File: src/rtl/regfile_scoreboard_pkg.sv
// Shared sizing defaults and register-index constants for the register file
// scoreboard and anything that addresses it.
package regfile_scoreboard_pkg;

    localparam int DEF_WIDTH = 16;
    localparam int DEF_AW    = 4;
    localparam int DEF_NREGS = 1 << DEF_AW;

    typedef logic [DEF_AW-1:0] reg_idx_t;

    localparam reg_idx_t R0  = 4'd0;
    localparam reg_idx_t R1  = 4'd1;
    localparam reg_idx_t R2  = 4'd2;
    localparam reg_idx_t R3  = 4'd3;
    localparam reg_idx_t R4  = 4'd4;
    localparam reg_idx_t R5  = 4'd5;
    localparam reg_idx_t R6  = 4'd6;
    localparam reg_idx_t R7  = 4'd7;
    localparam reg_idx_t R8  = 4'd8;
    localparam reg_idx_t R9  = 4'd9;
    localparam reg_idx_t R10 = 4'd10;
    localparam reg_idx_t R11 = 4'd11;
    localparam reg_idx_t R12 = 4'd12;
    localparam reg_idx_t R13 = 4'd13;
    localparam reg_idx_t R14 = 4'd14;
    localparam reg_idx_t R15 = 4'd15;

endpackage

File: src/rtl/regfile_scoreboard_bits.sv
// Busy scoreboard: per-register busy bits, sticky double-issue error and the
// stall request. REGFILE_BYPASS_EN lets a same-cycle writeback mask busy.
module regfile_scoreboard_bits
    import regfile_scoreboard_pkg::*;
#(
    parameter int AW    = DEF_AW,
    parameter int NREGS = DEF_NREGS
) (
    input  logic             clk,
    input  logic             reset_n,
    input  logic             we,
    input  logic [AW-1:0]    wa,
    input  logic             mark_en,
    input  logic [AW-1:0]    mark_dst,
    input  logic [AW-1:0]    ra1,
    input  logic [AW-1:0]    ra2,
    input  logic             use1,
    input  logic             use2,
    output logic [NREGS-1:0] busy,
    output logic             busy_err,
    output logic             stall
);

    logic [NREGS-1:0] busy_q, busy_d;
    logic [NREGS-1:0] clr_mask, set_mask;
    logic             err_q, err_d;
    logic             eff1, eff2;

    // Clear then set, so a re-issued load to the writeback target stays busy.
    always_comb begin
        clr_mask = '0;
        set_mask = '0;
        if (we)      clr_mask[wa]       = 1'b1;
        if (mark_en) set_mask[mark_dst] = 1'b1;
        busy_d = (busy_q & ~clr_mask) | set_mask;
        err_d  = err_q | (mark_en & busy_q[mark_dst] & ~(we && (wa == mark_dst)));
    end

    always_ff @(posedge clk or negedge reset_n) begin
        if (!reset_n) begin
            busy_q <= '0;
            err_q  <= 1'b0;
        end else begin
            busy_q <= busy_d;
            err_q  <= err_d;
        end
    end

`ifdef REGFILE_BYPASS_EN
    assign eff1 = busy_q[ra1] & ~(we && (wa == ra1));
    assign eff2 = busy_q[ra2] & ~(we && (wa == ra2));
`else
    assign eff1 = busy_q[ra1];
    assign eff2 = busy_q[ra2];
`endif

    assign stall    = (use1 & eff1) | (use2 & eff2);
    assign busy     = busy_q;
    assign busy_err = err_q;

endmodule

File: src/rtl/regfile_scoreboard.sv
// Sixteen-entry register file, two combinational read ports and one write
// port, with busy scoreboard. REGFILE_BYPASS_EN enables write-through reads.
module regfile_scoreboard
    import regfile_scoreboard_pkg::*;
#(
    parameter int WIDTH = DEF_WIDTH,
    parameter int AW    = DEF_AW,
    parameter int NREGS = DEF_NREGS
) (
    input  logic             clk,
    input  logic             reset_n,
    input  logic [AW-1:0]    ra1,
    input  logic [AW-1:0]    ra2,
    input  logic             use1,
    input  logic             use2,
    output logic [WIDTH-1:0] rd1,
    output logic [WIDTH-1:0] rd2,
    input  logic             we,
    input  logic [AW-1:0]    wa,
    input  logic [WIDTH-1:0] wd,
    input  logic             mark_en,
    input  logic [AW-1:0]    mark_dst,
    output logic             stall,
    output logic [NREGS-1:0] busy,
    output logic             busy_err
);

    logic [WIDTH-1:0] mem_q [NREGS];

    always_ff @(posedge clk or negedge reset_n) begin
        if (!reset_n) begin
            for (int i = 0; i < NREGS; i++) mem_q[i] <= '0;
        end else if (we) begin
            mem_q[wa] <= wd;
        end
    end

`ifdef REGFILE_BYPASS_EN
    assign rd1 = (we && (wa == ra1)) ? wd : mem_q[ra1];
    assign rd2 = (we && (wa == ra2)) ? wd : mem_q[ra2];
`else
    assign rd1 = mem_q[ra1];
    assign rd2 = mem_q[ra2];
`endif

    regfile_scoreboard_bits #(
        .AW    (AW),
        .NREGS (NREGS)
    ) u_bits (
        .clk      (clk),
        .reset_n  (reset_n),
        .we       (we),
        .wa       (wa),
        .mark_en  (mark_en),
        .mark_dst (mark_dst),
        .ra1      (ra1),
        .ra2      (ra2),
        .use1     (use1),
        .use2     (use2),
        .busy     (busy),
        .busy_err (busy_err),
        .stall    (stall)
    );

endmodule

File: config.mk
export PLATFORM = sky130hd
export DESIGN_NAME = regfile_scoreboard
export DESIGN_NICKNAME = d
export VERILOG_FILES = /design/src/rtl/regfile_scoreboard_pkg.sv /design/src/rtl/regfile_scoreboard_bits.sv /design/src/rtl/regfile_scoreboard.sv
export SDC_FILE = /design/constraint.sdc
export NUM_CORES = 1
export LEC_CHECK = 0
export BUFFER_PORTS_ARGS = -buffer_cell sky130_fd_sc_hd__buf_2
export CAP_MARGIN = 20
export CORE_MARGIN = 5
export CORE_UTILIZATION = 40
export DETAILED_ROUTE_END_ITERATION = 10
export GPL_TIMING_DRIVEN = 0
export HOLD_SLACK_MARGIN = 0.1
export PLACE_DENSITY_LB_ADDON = 0.12
export SLEW_MARGIN = 5
export SYNTH_ARGS = -nofsm -noshare
export SYNTH_HDL_FRONTEND = slang
export SYNTH_SLANG_ARGS = --single-unit
File: constraint.sdc
create_clock -name clk -period 2.8 [get_ports clk]
set_input_delay 0.28 -clock clk [delete_from_list [all_inputs] [get_ports clk]]
set_output_delay 0.28 -clock clk [all_outputs]
set_load 0.01 [all_outputs]
; ---- Word level (Yosys, flattened, before mapping)
; Cells that the tools add are included.
[word_totals]
output_inout_bits = 50
wordCells = 67
regBits = 273
in_bits = 38
[classes]
mux = 21
n_eq_ne = 1
order_cmp = 10
bitwise_logic = 13
n_reduce_logical = 4
[ops]
columns = op, count
row1 = bitwise mux 256 bit, 1
row2 = binary-select mux 16 bit (select 4 bit), 2
row3 = 2-to-1 mux 16 bit, 7
row4 = demux 16 bit (select 4 bit), 1
row5 = < comparator 4 x 5 -> 1 bit (second input constant), 4
row6 = bitwise AND 16 bit, 1
row7 = inverter 16 bit, 1
row8 = bitwise OR 16 bit, 1
row9 = >= comparator 5 bit (second input constant), 3
row10 = inverter 4 -> 5 bit, 3
row11 = binary-select mux 1 bit (select 4 bit), 3
row12 = demux 1 bit (select 4 bit), 2
row13 = >= comparator 4 x 1 -> 1 bit (second input constant), 2
row14 = < comparator 5 x 1 -> 1 bit (second input constant), 1
row15 = 2-to-1 mux 1 bit, 5
row16 = bitwise AND 1 bit, 4
row17 = equality test 4 bit, 1
row18 = logical AND 1 bit, 4
row19 = bitwise OR 1 bit, 2
row20 = inverter 1 bit, 1

; ---- Depth between registers and ports, before layout
; Gate-level depths: netlist of run 1.
[logic_depth]
word_depth = 8
depth_mapped = 6
depth_no_buf = 4

; ---- By module
; A second synthesis of run 1 with hierarchy kept.
[unflattened]
cells_unflattened = 955
hier_area_um2 = 14647.8
[by_module_without_submodules]
columns = mod, n_inst, seq_area_each_um2, cells_per_inst, area_per_inst_um2
row1 = regfile_scoreboard, 1, 6406.1, 849, 13470.4
row2 = regfile_scoreboard_bits, 1, 425.4, 106, 1177.4

; ---- Least setup slack after synthesis of run 1
; Ideal clock, no wire load.
[synth_timing]
path_type = input-to-output
startpoint = in ra1[1]
endpoint = out rd1[0]
n_path_buf = 3
t_required_ps = 2520
arrival_time_ps = 1794
stages = 5
setup_slack_ps = 726
cell_sequence = clkbuf_1 > buf_2 > buf_2 > mux4_2 > mux4_2
[synth_between]
elab_chain_cells = 4
[synth_rtl]
columns = element, line_no
row1 = start: declaration, regfile_scoreboard.sv:12  ; input logic [AW-1:0] ra1,
row2 = inverter 4 -> 5 bit (not written as such), regfile_scoreboard.sv:42  ; assign rd1 = mem_q[ra1];
row3 = binary-select mux 16 bit (select 4 bit), regfile_scoreboard.sv:42
row4 = 2-to-1 mux 16 bit (not written as such) (2 in series), regfile_scoreboard.sv:42
row5 = end: declaration, regfile_scoreboard.sv:16  ; output logic [WIDTH-1:0] rd1,
; Every way passes these cells. The select of a mux whose other input is x is not followed.

; ---- Worst setup path in the final report of run 1
[layout_timing]
startpoint = in ra1[1]
endpoint = out rd1[6]
; Same word-level chain as after synthesis.

==> results.json, run 1 <==
{
  "hold_end": "mem_q[35]$_DFFE_PN0P_",
  "fin_crit_ps": 2730,
  "diodes": 0,
  "hold_viol": 0,
  "fin_worst_skew_ps": 11.4,
  "path_class": "in -> out",
  "drc": 0,
  "pre_cts_slack_ps": -45.3,
  "initial_core_util_pct": 40.6,
  "maxSlewHeadroom_pct": 30.5,
  "numCtsBuffers": 34,
  "multi_input_area_mm2": 0.00725,
  "drv_slew": 0,
  "ios": 88,
  "dp_hpwl_mm": 30.0,
  "synth.top_cell.area_share_pct": 47.0,
  "fillCellCount": 3181,
  "cts_sinks": 273,
  "fin_nets": 1039,
  "io_buffers": 80,
  "cts.htree.levels": 2,
  "grt_pass1_vias": 9144,
  "die_height_um": 201,
  "synthArstFlopShare_pct": 100,
  "yosys_warnings": 0,
  "synth-edff-count": 0,
  "r2r_slack_ps": 1220,
  "synth_top_area_cell": "dfrtp_1",
  "setup_violations": 0,
  "synth_area_mm2": 0.0145,
  "rsz0062_at_grt": "no",
  "drtPass1Iterations": 5,
  "syn_area_per_cell_um2": 16.7,
  "layout_setup_ws_ps": 65.1,
  "place.gp.congestion": 0.799,
  "seq_area_mm2": 0.00683,
  "stdcell_area_mm2": 0.0168,
  "dieWidth_um": 201,
  "final.setup.tns_ps": 0,
  "via_count": 8954,
  "row_count": 69,
  "layout_common_cells": "273 x dfrtp_1, 223 x mux2_2, 171 x mux4_2",
  "wirelength_mm": 41.6,
  "post-cts-setup-buffer-count": 0,
  "p_total_uw": 13000,
  "ys_seq_area_share_pct": 47.0,
  "synthToLayoutAreaGrowth_pct": 15.8,
  "cp_data_required_time_ps": 2520,
  "p_leak_uw": 0.00697,
  "min_path_type": "in -> reg",
  "worstPathCellList": "clkbuf_1, buf_4, buf_2, mux4_2, mux4_2, buf_2",
  "synthFlopType": "dfrtp_1",
  "synth_nets": 909,
  "fp.dieArea_mm2": 0.0402,
  "drive_gt1_share_pct": 57.2,
  "synthDistinctLibCells": 32,
  "cts_tree": "yes",
  "synth_area_leaders": "dfrtp_1 47%, mux4_2 27%, mux2_2 17%, mux2_1 2.8%, buf_2 1.4%",
  "critPathArrivalTime_ps": 2450,
  "critical_path.top_delay_family": "buffers and inverters",
  "antenna_found_initial": 2,
  "core_mm2": 0.0357,
  "clk_latency_ps": 500,
  "path_max_fanout": 10,
  "r2r_cells": 3,
  "power_density_mw_per_mm2": 775,
  "ant_nets": 0,
  "hold_path_depth": 2,
  "clockBufferDepth": 3,
  "critPathSlowestCell": "mux4_2",
  "overflow": 0,
  "critPathLaunchType": "input port",
  "grt_max_degree": 87,
  "gr-usage-all-layers_pct": 20.6,
  "ys_ff_latch": 273,
  "drtIter0Drc": 621,
  "mostFrequentLayoutCell": "dfrtp_1",
  "grt_first_pass_wirelength_mm": 63.0,
  "period_share_pct": 97.7,
  "critPathCaptureType": "primary output",
  "fmax_mhz": 366,
  "cts-root-buf": "clkbuf_16",
  "path_clk_slew_ps": 50,
  "crit_buf_inv": 4,
  "peakVddDrop_mv": 0.361,
  "max-cap-violations": 0,
  "holdCritStartpoint": "wd[3]",
  "r2r-end": "u_bits.busy_err$_DFF_PN0_",
  "via_per_inst": 6.03,
  "placed_cell_area_mm2": 0.0156,
  "cpPeakStageDelay_ps": 540,
  "worst_pin_slew_ps": 1040,
  "status": "complete, no violations",
  "avgRoutedWirePerCell_um": 28.0,
  "r2r-start": "u_bits.busy[6]$_DFF_PN0_",
  "synthCells": 871
}
[where the power goes]
group | leakage (uW) | total (uW) | internal, uW | switching [uW]
Clock | 0.000554 | 4280 | 2600 | 1680
Combinational | 0.00308 | 3220 | 1920 | 1300
Sequential | 0.00334 | 5550 | 4870 | 680
Total | 0.00697 | 13000 | 9380 | 3660
[what timing repair did]
item                       CTS  global route
setup endpoints to repair   15             0
gates resized for setup      4             0
hold buffers                11             0
hold endpoints to repair   100             0
[routing by layer]
metal | GRT usage, % | wire (um)
met4 | 3.93 | 667
met5 | 0 | 0
met2 | 30.4 | 18600
met1 | 31.9 | 19900
met3 | 4.52 | 2470
[cell type report]
| cell class | instances | share of cell area [%] |
|---|---|---|
| plain buffers | 81 | 2.64 |
| clock buffers | 51 | 6.28 |
| clock inverters | 9 | 0.305 |
| inverters | 4 | 0.0892 |
| multi-input cells | 513 | 43.1 |
| flip-flops and latches | 273 | 40.6 |
| well taps | 461 | 3.43 |
| repair buffers | 94 | 3.58 |
[synth_stat cells (2+ instances only)]
master	instances
or3_1	2
buf_2	41
dfrtp_1	273
nand2b_1	7
nand2_1	12
a32o_1	3
mux4_2	171
nor2_1	10
buf_6	7
xor2_1	3
mux2_2	223
clkbuf_1	28
o21ai_0	22
mux2_1	36
nand3b_1	5
inv_1	3
buf_1	2
mux2i_1	2
nand3_1	7
buf_8	2
[worst max-delay path by stage]
stage	from	endpoint	slack (ps)	cells past startpoint
finish	ra1[1]	rd1[6]	70	6
global route	ra2[1]	rd2[5]	30	5
CTS	ra2[1]	rd2[5]	70	5
detailed placement	ra2[1]	rd2[5]	-50	6
global placement	reset_n	mem_q[243]$_DFFE_PN0P_	-3920	1
floorplan	ra1[1]	rd1[0]	730	5
[sequential cells by signal (all words and copies together) (netlist names)]
signal	count
mem_q	256
u_bits.busy	16
u_bits.busy_err	1
[logic make-up after synthesis]
group                  synth area share [%]
AND/OR/NAND/NOR                        1.71
multiplexers                           46.7
AO/OA/AOI/OAI                          1.20
XOR/XNOR                              0.241
flip-flops                             47.0
buffers and inverters                  3.09
[through the flow]
step / hold slack (ps) / cells / utilization [%]
after floorplan: -15.6 / 871 / -
after global placement: 450 / 1412 / 43.4
after detailed placement: 230 / 1415 / 43.6
after CTS: 101 / 1486 / 47.1
after global routing: 124 / 1486 / 47.1
final: 116 / 1486 / 47.1
Power figures use the tool's default switching activity.
==> inputs of run 2 (changes only) <==
- ABC_AREA: unset -> 1
- CTS_CLUSTER_DIAMETER: unset -> 40
==> run 2 against run 1 <==
  * Clock skew shrank 4.5 ps
  * Sequential power shrank 3%
  * Power grew 15%
  * Critical path depth grew 2
  * Clock-buffer cell count grew 11
  * Non-clock buffer count grew 98
  * Via count grew 87%
  * Flip-flop and latch count is the same
  * Area after synthesis grew 5.5%
  * Largest power group is now the clock network
  * Setup slack gained 39 ps
  * Highest routed layer unchanged
==> results.json, run 2 <==
{
  "synth_most_common_cell": "nand2_1",
  "path_max_fanout": 10,
  "path_clk_slew_ps": 50,
  "grt_first_pass_wirelength_mm": 116,
  "synth-edff-count": 0,
  "cts_sinks": 273,
  "io_buffers": 79,
  "cpMostUsedCell": "buf_2",
  "min_path_type": "in -> reg",
  "mostFrequentLayoutCell": "nand2_1",
  "gr-usage-all-layers_pct": 38.7,
  "maxSlewHeadroom_pct": 17.5,
  "fin_crit_ps": 2700,
  "wirelength_mm": 82.3,
  "numCtsBuffers": 53,
  "hold_viol": 0,
  "yosys_warnings": 0,
  "fin_worst_skew_ps": 6.88,
  "row_count": 71,
  "fmax_mhz": 371,
  "ant_nets": 0,
  "grt_max_degree": 99,
  "placed_cell_area_mm2": 0.0164,
  "fin_nets": 2266,
  "place.gp.congestion": 1.01,
  "fp.dieArea_mm2": 0.0423,
  "period_share_pct": 96.3,
  "ios": 88,
  "synthToLayoutAreaGrowth_pct": 19.8,
  "drtPass1Iterations": 6,
  "avgRoutedWirePerCell_um": 29.6,
  "peakVddDrop_mv": 0.591,
  "clk_latency_ps": 590,
  "die_height_um": 206,
  "cts-root-buf": "clkbuf_16",
  "hold_path_depth": 4,
  "layout_common_cells": "500 x nand2_1, 340 x o21ai_0, 273 x dfrtp_1",
  "drv_slew": 0,
  "worstPathCellList": "buf_2, buf_2, buf_1, o211ai_1, nand3_1, nand3_1, nand2_1, buf_2",
  "final.setup.tns_ps": 0,
  "ys_seq_area_share_pct": 44.6,
  "cpPeakStageDelay_ps": 740,
  "synth_area_mm2": 0.0153,
  "cts_tree": "yes",
  "antenna_found_initial": 0,
  "dieWidth_um": 206,
  "drtIter0Drc": 2250,
  "clockBufferDepth": 3,
  "r2r_cells": 8,
  "overflow": 0,
  "drc": 0,
  "synthDistinctLibCells": 26,
  "largest_reg_flops": 256,
  "synthArstFlopShare_pct": 100,
  "ys_ff_latch": 273,
  "via_per_inst": 6.03,
  "diodes": 0,
  "pre_cts_slack_ps": 287,
  "synth_area_leaders": "dfrtp_1 45%, nand2_1 12%, o21ai_0 11%, nand3_1 7.1%, o211ai_1 5.4%",
  "drive_gt1_share_pct": 13.4,
  "p_total_uw": 15000,
  "syn_area_per_cell_um2": 7.39,
  "synth_top_area_cell": "dfrtp_1",
  "layout_setup_ws_ps": 104,
  "stdcell_area_mm2": 0.0184,
  "worst_pin_slew_ps": 1240,
  "critPathCaptureType": "primary output",
  "cts.htree.levels": 2,
  "via_count": 16751,
  "cp_data_required_time_ps": 2520,
  "ys_top_cells_by_count": "500 x nand2_1, 340 x o21ai_0, 273 x dfrtp_1, 216 x nand3_1, 182 x inv_1",
  "max-cap-violations": 0,
  "critPathLaunchType": "input port",
  "grt_pass1_vias": 16001,
  "power_density_mw_per_mm2": 817,
  "synth.top_cell.area_share_pct": 44.6,
  "status": "complete, no violations",
  "rsz0062_at_grt": "no",
  "core_mm2": 0.0378,
  "initial_core_util_pct": 40.6,
  "setup_violations": 0,
  "critPathArrivalTime_ps": 2420,
  "p_leak_uw": 0.00850,
  "synth_nets": 2112,
  "path_class": "in -> out",
  "synthFlopType": "dfrtp_1",
  "dp_hpwl_mm": 59.9,
  "synthCells": 2074,
  "top_register": "mem_q",
  "critPathSlowestCell": "buf_1",
  "post-cts-setup-buffer-count": 0
}
[run 2: worst max-delay path: cells and delay by family]
family | cells | cell delay [ps]
AO/OA/AOI/OAI | 1 | 180
buffers and inverters | 4 | 1430
AND/OR/NAND/NOR | 3 | 500
[run 2: cell type report]
class | count | area, um^2
tap | 511 | 639
inverter | 195 | 732
multi-input combinational | 1432 | 6920
clock inverter | 34 | 325
sequential | 273 | 6830
clock buffer | 62 | 1430
fill | 3855 | 19400
buffer | 174 | 845
timing repair buffer | 99 | 641
[run 2: per-layer routing]
layer  global-route usage (%)  vias to the layer above  part of all wire (%)
met5                        0                        -                     0
met4                     18.1                        0                   5.5
met3                     8.12                      230                    10
met2                     58.2                     1085                    43
met1                     53.4                     8126                    41
li1                         -                     7310                     -
[run 2: cells by family after synthesis]
logic type	Yosys count	synth area share [%]
AND/OR/NAND/NOR	750	20.6
buffers and inverters	369	10.3
XOR/XNOR	2	0.114
flip-flops	273	44.6
AO/OA/AOI/OAI	680	24.4
[run 2: power by group]
part | switching (uW) | internal [uW]
clock | 2430 | 3910
combinational | 2340 | 968
sequential | 554 | 4800
total | 5320 | 9680
[run 2: repair_timing]
item,in CTS,in global routing
endpoints found under the setup margin,0,0
resized for setup,0,0
hold buffers,18,0
endpoints found under the hold margin,189,0
[run 2: metrics by stage]
step,util [%],hold WS [ps],instances
CTS,48.6,134,2780
global placement,43.3,446,2664
detailed placement,43.5,357,2666
floorplan,-,-15.6,2074
global route,48.6,180,2780
finish,48.6,167,2780
[run 2: path summary, 6_finish.rpt]
check / start / end / slack (ps)
hold / removal: mark_dst[2] / u_bits.busy[8]$_DFF_PN0_ / 170
max in group asynchronous: reset_n / mem_q[30]$_DFFE_PN0P_ / 1070
setup / recovery: ra1[1] / rd1[2] / 100
min in group asynchronous: reset_n / u_bits.busy[11]$_DFF_PN0_ / 310
hold reg to reg: u_bits.busy_err$_DFF_PN0_ / u_bits.busy_err$_DFF_PN0_ / 470
setup reg to reg: u_bits.busy[12]$_DFF_PN0_ / u_bits.busy_err$_DFF_PN0_ / 1590
==> inputs of run 3 (changes only) <==
- GPL_TIMING_DRIVEN: 0 -> unset
==> run 3 against run 2 <==
  * First-iteration DRC count decreased by 39%
  * Cell count decreased by 4.5%
  * Maximum frequency increased by 24%
  * Setup slack improved by 520 ps
  * Sequential share of layout area increased by 0.53 points
  * Power decreased by 3.5%
  * Largest cell class unchanged
==> results.json, run 3 (synthesized netlist as in run 2, its figures left out) <==
{
  "drv_slew": 0,
  "status": "complete, no violations",
  "hold_viol": 0,
  "io_buffers": 87,
  "period_share_pct": 77.6,
  "post-cts-setup-buffer-count": 0,
  "worst_pin_slew_ps": 797,
  "cts-root-buf": "clkbuf_16",
  "synthToLayoutAreaGrowth_pct": 18.1,
  "wirelength_mm": 54.3,
  "cts_tree": "yes",
  "dp_hpwl_mm": 33.6,
  "cp_data_required_time_ps": 2520,
  "top_register": "mem_q",
  "place.gp.congestion": 0.842,
  "cts_sinks": 273,
  "placed_cell_area_mm2": 0.0161,
  "drtIter0Drc": 1374,
  "fin_worst_skew_ps": 6.55,
  "largest_reg_flops": 256,
  "peakVddDrop_mv": 0.824,
  "fmax_mhz": 460,
  "core_mm2": 0.0378,
  "fin_nets": 2141,
  "max-cap-violations": 0,
  "layout_common_cells": "500 x nand2_1, 340 x o21ai_0, 273 x dfrtp_1",
  "die_height_um": 206,
  "critPathArrivalTime_ps": 1890,
  "maxSlewHeadroom_pct": 46.8,
  "cts.htree.levels": 2,
  "power_density_mw_per_mm2": 800,
  "path_clk_slew_ps": 60,
  "min_path_type": "in -> reg",
  "whs_ps": 133,
  "via_per_inst": 5.50,
  "ant_nets": 0,
  "ios": 88,
  "critPathLaunchType": "input port",
  "path_class": "in -> out",
  "drtPass1Iterations": 6,
  "clockBufferDepth": 3,
  "p_leak_uw": 0.00832,
  "fin_crit_ps": 2170,
  "setup_violations": 0,
  "path_max_fanout": 38,
  "fp.dieArea_mm2": 0.0423,
  "row_count": 71,
  "antenna_found_initial": 1,
  "grt_max_degree": 144,
  "grt_first_pass_wirelength_mm": 83.9,
  "dieWidth_um": 206,
  "final.setup.tns_ps": 0,
  "clk_latency_ps": 590,
  "initial_core_util_pct": 40.6,
  "grt_pass1_vias": 13891,
  "stdcell_area_mm2": 0.0181,
  "fillCellCount": 3782,
  "via_count": 14592,
  "avgRoutedWirePerCell_um": 20.4,
  "gr-usage-all-layers_pct": 25.8,
  "drive_gt1_share_pct": 11.7,
  "mostFrequentLayoutCell": "nand2_1",
  "critPathCaptureType": "primary output",
  "rsz0062_at_grt": "no",
  "drc": 0,
  "overflow": 0,
  "numCtsBuffers": 49
}
## run 3: worst max-delay path, stage by stage
cell      delay (ps)
buf_4            290
buf_4            480
o211ai_1         160
nand3_1          110
nand3_1          100
nand2_1          250
buf_2            190
## run 3: final cells by class
type | count | area (um^2) | area share [%]
Antenna cell | 1 | 2.50 | 0.0138
Clock buffer | 58 | 1290 | 7.13
Clock inverter | 33 | 503 | 2.78
Inverter | 195 | 732 | 4.04
Multi-Input combinational cell | 1432 | 6920 | 38.2
Sequential cell | 273 | 6830 | 37.7
Tap cell | 511 | 639 | 3.53
Timing Repair Buffer | 152 | 1190 | 6.55
## run 3: where the power goes
| part | internal [uW] | switching, uW |
|---|---|---|
| Combinational | 964 | 1740 |
| Sequential | 4800 | 478 |
| Clock | 4260 | 2230 |
| Total | 10000 | 4450 |
## run 3: timing repair
action                     in CTS  in global routing
hold buffers                   19                  0
hold endpoints to repair      160                  0
setup endpoints to repair       0                  0
resized for setup               0                  0
## run 3: metrics by stage
step                util (%)  total power (uW)  std cells  setup slack [ps]
detailed placement      42.7              8010       2544               713
floorplan                  -              7060       2074              1280
global placement        42.7              7940       2544               722
CTS                     47.9             14600       2654               666
finish                  48.0             14500       2655               628
global route            48.0             15300       2655               568
## run 3: final timing paths
| path | from | depth (start not counted) | end | slack, ps |
|---|---|---|---|---|
| worst max-delay path | ra2[1] | 7 | rd2[7] | 630 |
| worst min-delay path | mark_dst[0] | 3 | u_bits.busy[15]$_DFF_PN0_ | 130 |
| worst max register to register | u_bits.busy[12]$_DFF_PN0_ | 8 | u_bits.busy_err$_DFF_PN0_ | 1620 |
| worst min register to register | u_bits.busy_err$_DFF_PN0_ | 2 | u_bits.busy_err$_DFF_PN0_ | 470 |
| max in group asynchronous | reset_n | 3 | mem_q[72]$_DFFE_PN0P_ | 1740 |
| min in group asynchronous | reset_n | 2 | u_bits.busy_err$_DFF_PN0_ | 290 |
## run 3: routing by layer
layer	part of all wire [%]	vias up	global-route usage, %
li1	-	7031	-
met1	46	6905	37.2
met2	44	551	39.4
met3	7.5	105	4.40
met4	3.2	0	9.02
met5	0	-	0
